==> src/rtl/vga_sync_gen.sv <==
// VGA/HDMI-style raster timing generator.
// Free-running horizontal/vertical counters gated by a pixel-advance enable.
// All outputs are registered decodes of the pre-increment counter values.
// Sync polarity is selectable per axis.
module vga_sync_gen #(
   parameter int H_ACTIVE = 1280,
   parameter int H_FP     = 110,
   parameter int H_SYNC   = 40,
   parameter int H_BP     = 220,
   parameter int V_ACTIVE = 720,
   parameter int V_FP     = 5,
   parameter int V_SYNC   = 5,
   parameter int V_BP     = 20,
   parameter bit HS_POL   = 1'b1,
   parameter bit VS_POL   = 1'b1
) (
   input  logic        clk,
   input  logic        reset,
   input  logic        en,
   output logic [11:0] pixel_x,
   output logic [11:0] pixel_y,
   output logic        video_on,
   output logic        hsync,
   output logic        vsync,
   output logic        line_start,
   output logic        frame_start,
   output logic [15:0] frame_count
);

   localparam int H_TOTAL = H_ACTIVE + H_FP + H_SYNC + H_BP;
   localparam int V_TOTAL = V_ACTIVE + V_FP + V_SYNC + V_BP;

   // Counters are 12 bits wide, so a raster larger than 4096 cannot be counted.
   // Zero-length timing intervals are rejected as configuration errors.
   // The polarity parameters are levels, so 0 is a legal value for them.
   if (H_TOTAL > 4096 || V_TOTAL > 4096) begin : g_bad_total
      $error("vga_sync_gen: H_TOTAL or V_TOTAL exceeds 4096");
   end
   if (H_ACTIVE == 0 || H_FP == 0 || H_SYNC == 0 || H_BP == 0 ||
       V_ACTIVE == 0 || V_FP == 0 || V_SYNC == 0 || V_BP == 0) begin : g_bad_zero
      $error("vga_sync_gen: timing parameters must be non-zero");
   end

   // 12-bit decode thresholds.
   localparam logic [11:0] H_ACT_W    = 12'(H_ACTIVE);
   localparam logic [11:0] H_SYNC_BEG = 12'(H_ACTIVE + H_FP);
   localparam logic [11:0] H_SYNC_END = 12'(H_ACTIVE + H_FP + H_SYNC);
   localparam logic [11:0] H_LAST     = 12'(H_TOTAL - 1);
   localparam logic [11:0] V_ACT_W    = 12'(V_ACTIVE);
   localparam logic [11:0] V_SYNC_BEG = 12'(V_ACTIVE + V_FP);
   localparam logic [11:0] V_SYNC_END = 12'(V_ACTIVE + V_FP + V_SYNC);
   localparam logic [11:0] V_LAST     = 12'(V_TOTAL - 1);

   logic [11:0] h_q, h_d;
   logic [11:0] v_q, v_d;
   logic [11:0] px_q, px_d;
   logic [11:0] py_q, py_d;
   logic        video_q, video_d;
   logic        hsync_q, hsync_d;
   logic        vsync_q, vsync_d;
   logic        line_q, line_d;
   logic        frame_q, frame_d;
   logic [15:0] fcount_q, fcount_d;
   logic        h_wrap;

   // Counter advance and registered decode of the current (pre-increment) position.
   always_comb begin
      h_wrap   = (h_q == H_LAST);
      h_d      = h_wrap ? 12'd0 : h_q + 12'd1;
      v_d      = v_q;
      if (h_wrap) begin
         v_d = (v_q == V_LAST) ? 12'd0 : v_q + 12'd1;
      end
      px_d     = h_q;
      py_d     = v_q;
      video_d  = (h_q < H_ACT_W) && (v_q < V_ACT_W);
      hsync_d  = (h_q >= H_SYNC_BEG && h_q < H_SYNC_END) ? HS_POL : ~HS_POL;
      // vsync depends on v only, so its output changes together with pixel_x=0.
      vsync_d  = (v_q >= V_SYNC_BEG && v_q < V_SYNC_END) ? VS_POL : ~VS_POL;
      line_d   = (h_q == 12'd0);
      frame_d  = line_d && (v_q == 12'd0);
      fcount_d = frame_d ? fcount_q + 16'd1 : fcount_q;
   end

   // State and output registers; everything holds while en is low.
   always_ff @(posedge clk or posedge reset) begin
      if (reset) begin
         h_q      <= 12'd0;
         v_q      <= 12'd0;
         px_q     <= 12'd0;
         py_q     <= 12'd0;
         video_q  <= 1'b0;
         hsync_q  <= ~HS_POL;
         vsync_q  <= ~VS_POL;
         line_q   <= 1'b0;
         frame_q  <= 1'b0;
         fcount_q <= 16'd0;
      end else if (en) begin
         h_q      <= h_d;
         v_q      <= v_d;
         px_q     <= px_d;
         py_q     <= py_d;
         video_q  <= video_d;
         hsync_q  <= hsync_d;
         vsync_q  <= vsync_d;
         line_q   <= line_d;
         frame_q  <= frame_d;
         fcount_q <= fcount_d;
      end
   end

   assign pixel_x     = px_q;
   assign pixel_y     = py_q;
   assign video_on    = video_q;
   assign hsync       = hsync_q;
   assign vsync       = vsync_q;
   assign line_start  = line_q;
   assign frame_start = frame_q;
   assign frame_count = fcount_q;

endmodule

==> config.mk <==
export PLATFORM = sky130hd
export DESIGN_NAME = vga_sync_gen
export DESIGN_NICKNAME = d
export VERILOG_FILES = /design/src/rtl/vga_sync_gen.sv
export SDC_FILE = /design/constraint.sdc
export NUM_CORES = 1
export LEC_CHECK = 0
export ABC_AREA = 1
export BUFFER_PORTS_ARGS = -buffer_cell sky130_fd_sc_hd__buf_2
export CAP_MARGIN = 20
export CORE_MARGIN = 2
export CORE_UTILIZATION = 58
export CTS_CLUSTER_DIAMETER = 120
export DETAILED_ROUTE_END_ITERATION = 8
export GPL_ROUTABILITY_DRIVEN = 0
export PLACE_DENSITY = 0.77
export SYNTH_ARGS = -nofsm -noshare
export SYNTH_HDL_FRONTEND = slang
export SYNTH_SLANG_ARGS = --single-unit
==> constraint.sdc <==
create_clock -name clk -period 2.6 [get_ports clk]
set_input_delay 0.13 -clock clk [delete_from_list [all_inputs] [get_ports clk]]
set_output_delay 0.13 -clock clk [all_outputs]
set_load 0.05 [all_outputs]
## Word level (Yosys, flattened, before mapping)

Index checks and enable logic that the tools add are counted.

- Bits in registers: 69
- Input bits: 3
- Output and inout port bits: 45
- Logic and storage cells: 33

- $add $sub $neg: 3
- Magnitude comparators: 6
- Equality and inequality tests: 2
- Mux-type cells: 4
- Reduce and logical (&&, ||, !) cells: 8

Operators by type and width:

| kind | count |
|---|---|
| 12-bit by 1-bit adder with 12-bit output, second input constant | 2 |
| 12-bit logical NOT | 2 |
| 12-bit by 10-bit less-than comparator with 1-bit output, second input constant | 2 |
| 12-bit by 11-bit less-than comparator with 1-bit output, second input constant | 2 |
| 12-bit two-way mux | 2 |
| 16-bit by 1-bit adder with 16-bit output, second input constant | 1 |
| 12-bit by 10-bit == test with 1-bit output, second input constant | 1 |
| 12-bit by 11-bit == test with 1-bit output, second input constant | 1 |
| 12-bit by 10-bit greater-or-equal comparator with 1-bit output, second input constant | 1 |
| 12-bit by 11-bit greater-or-equal comparator with 1-bit output, second input constant | 1 |
| 1-bit logical AND | 4 |
| 2-bit AND reduction | 2 |
| 1-bit two-way mux | 2 |

## Longest topological paths before layout

- Word-level depth: 3
- Depth in mapped cells: 10
- Gate-level depth less buffers: 10

## Worst setup path after synthesis

No wires, ideal clock.

- Path type: register to register
- Start point: register fcount_q[0], in the netlist frame_count[0]
- End point: register fcount_q[8], in the netlist frame_count[8]
- Library setup time: 0.120 ns
- Arrival: 1.566 ns
- Data required time: 2.480 ns
- Setup slack: 0.914 ns
- Stages on the path, launching flop included: 8
- Path buffers: 0
- Period minus slack after synthesis: 1.686 ns
- Cells stage by stage: dfrtp_1 -> ha_1 -> inv_1 -> nor2_1 -> nand2_1 -> xnor2_1 -> nand3_1 -> nand2_1

- Longest elaborated chain between the ends: 1

RTL lines:

| what | line | text |
|---|---|---|
| from (decl) | 63 | `logic [15:0] fcount_q, fcount_d;` |
| from (signal assigned) | 108 | `fcount_q <= fcount_d;` |
| 16-bit by 1-bit adder with 16-bit output | 82 | `fcount_d = frame_d ? fcount_q + 16'd1 : fcount_q;` |

Every way passes these cells.
A chain may end at the register's enable or synchronous reset.

## Final worst setup path

- Start point: register v_q[0], in the netlist py_d[0]
- End point: register fcount_q[12], in the netlist frame_count[12]

- Longest elaborated chain between the ends: 3

RTL lines:

| what | line | text |
|---|---|---|
| from (decl) | 55 | `logic [11:0] v_q, v_d;` |
| from (signal assigned) | 100 | `v_q <= v_d;` |
| 12-bit logical NOT | 81 | `frame_d = line_d && (v_q == 12'd0);` |
| 1-bit logical AND | 81 |  |
| 2-bit AND reduction (no source line) | - |  |

Every way passes these cells.

==> results.json <==
{
  "yosysWarningCount": 0,
  "grt_start_max_net_pins": 37,
  "p_leak_nw": 2.22,
  "ant_nets": 0,
  "ys_seq_area_share_pct": 45.4,
  "violations": "DRC",
  "cts-resized-gates": 0,
  "whs_ns": 0.129,
  "worstMarginPinSlew_ns": 0.746,
  "grt_pass1_wl_um": 15100,
  "diodes": 0,
  "hold_class": "in -> reg",
  "overflow": 0,
  "max-cap-violations": 0,
  "ios": 48,
  "clock-root-buffer": "clkbuf_8",
  "synth_area_um2": 3800,
  "cts_buffers": 9,
  "hold_violations": 0,
  "drc_errors": 1,
  "utilization_pct": 67.9,
  "via_per_inst": 5.44,
  "yosysUniqueCellTypes": 29,
  "cts_tree": "done",
  "p_per_area_nw_per_um2": 678,
  "final_common_cell": "nand2_1",
  "firstDrtPassIters": 9,
  "crit_required_ns": 2.84,
  "rsz0062_at_grt": "no",
  "initial_utilization_pct": 59.8,
  "cp_max_fo": 14,
  "synth_area_leader_cell": "dfrtp_1",
  "yosys.area.top_type_share_pct": 45.4,
  "grt_pass1_vias": 3326,
  "ir_worst_vdd_mv": 0.564,
  "antenna_found_initial": 0,
  "syn_inst": 508,
  "drive_gt1_share_pct": 17.0,
  "skew_ns": 0.00638,
  "drv_slew": 0,
  "path_class": "reg -> reg",
  "vias": 3493,
  "final_cell_mix": "159 x nand2_1, 69 x dfrtp_1, 56 x nor2_1",
  "setup_tns_ns": 0,
  "drt_wl_total_um": 8630,
  "hpwlAfterDp_um": 6320,
  "fin_cells": 642,
  "setup_viol": 0,
  "clock_latency_ns": 0.35,
  "fin_crit_ns": 1.79,
  "critPathCaptureType": "flop",
  "detail_route.wl_per_cell_um": 13.4,
  "clock-sinks": 69,
  "dieArea_um2": 7210,
  "grt_use_total_pct": 25.9,
  "io_buffers": 47,
  "timing.final.crit_share_pct": 68.8,
  "clockBufferDepth": 2,
  "design.core.area_um2": 6350,
  "area_delta_synth_final_pct": 13.5,
  "die_h_um": 84.9,
  "cts_setup_buffers": 0,
  "avgSynthCellArea_um2": 7.48,
  "drtIter0Drc": 234,
  "num_rows": 29,
  "n_fill_cell": 549,
  "critPathArrivalTime_ns": 2.03,
  "synth_area_leaders": "dfrtp_1 45%, nand2_1 16%, nand3_1 6.2%",
  "synth_nets": 519,
  "status": "complete, but fails checks",
  "slew_headroom_pct": 50.2,
  "start_kind": "flop",
  "fin_nets": 571,
  "htreeDepth": 3,
  "postCtsHoldBufs": 1,
  "die_w_um": 84.9,
  "ys_ff_latch": 69,
  "dpl.cell_count": 625,
  "fmax_mhz": 559,
  "cts.clk_slew.worst_paths_ns": 0.07
}
==> Yosys cell counts <==
library cell and n:
nand2_2 4, clkbuf_1 5, nand4_1 9, nor2_4 5, nor2_1 56, buf_6 3, inv_1 44, nand2_4 1
ha_1 8, nand3_2 2, nor2_2 3, xor2_1 10, o21ai_0 40, o2111ai_1 1, and3_1 1, o21ai_1 1
a21oi_1 5, buf_2 2, xnor2_1 3, nand3_1 47, nand3b_1 4, inv_4 1, o21a_1 1, o31ai_1 1
dfrtp_1 69, nor3_2 1, inv_2 12, nor3_1 10, nand2_1 159
==> layer usage <==
metal | up-vias | track usage (%) | wire, um
met2 | 113 | 42.5 | 4260
met5 | - | 0 | 0
met3 | 16 | 4.28 | 440
met1 | 1639 | 33.8 | 3770
li1 | 1725 | - | -
met4 | 0 | 11.5 | 164
==> critical path, cell delays in order (launching register included) <==
cell and delay (ns):
dfrtp_1 0.44, inv_1 0.17, ha_1 0.18, inv_1 0.07, nor2_4 0.11, nand3_2 0.10
nor2_4 0.25, nand2_4 0.18, nand2_1 0.11, nand2_1 0.06
==> final timing paths <==
check	slack (ns)	start	depth (start not counted)	endpoint
min in group asynchronous	0.46	reset	3	frame_count[8]
max in group asynchronous	1.51	reset	4	video_on
max reg2reg	0.81	py_d[0]	9	frame_count[12]
min reg2reg	0.47	pixel_x[0]	2	pixel_x[0]
min	0.13	en	3	h_q[2]
max	0.81	py_d[0]	9	frame_count[12]
==> power by group <==
group / switching, mW / internal (mW) / total (mW)
Combinational: 0.541 / 0.181 / 0.722
Sequential: 0.117 / 1.20 / 1.32
Clock: 0.421 / 0.465 / 0.886
Total: 1.08 / 1.84 / 2.92
==> cell families after synthesis <==
kind of cell / synth area share [%]
DFF: 45.4
and+or+nand+nor: 34.9
buffers and inverters: 7.34
adders and majority gates: 2.63
xor gates and xnor gates: 3.00
AOI/OAI and AO/OA: 6.68
==> flip-flops by register name (all words and copies together), names as in the netlist <==
signal,flops
line_start,1
frame_count,16
video_on,1
pixel_y,12
py_d,12
h_q,12
frame_start,1
hsync,1
pixel_x,12
vsync,1
==> through the flow <==
step	total power [mW]	setup WS (ns)	instance area [um2]
floorplan	1.87	0.730	3800
global placement	2.04	0.899	4100
detailed placement	2.05	0.843	4100
CTS	2.93	0.819	4310
global route	3.08	0.659	4310
finish	2.92	0.812	4310
==> cell type report <==
class | count | area, um2 | share of cell area (%)
Inverter | 57 | 216 | 5.02
Tap cell | 77 | 96.3 | 2.23
Sequential cell | 69 | 1730 | 40.0
Multi-Input combinational cell | 372 | 1790 | 41.6
Clock inverter | 6 | 62.6 | 1.45
Clock buffer | 10 | 138 | 3.19
Timing Repair Buffer | 51 | 280 | 6.50
Power figures use the tool's default switching activity.
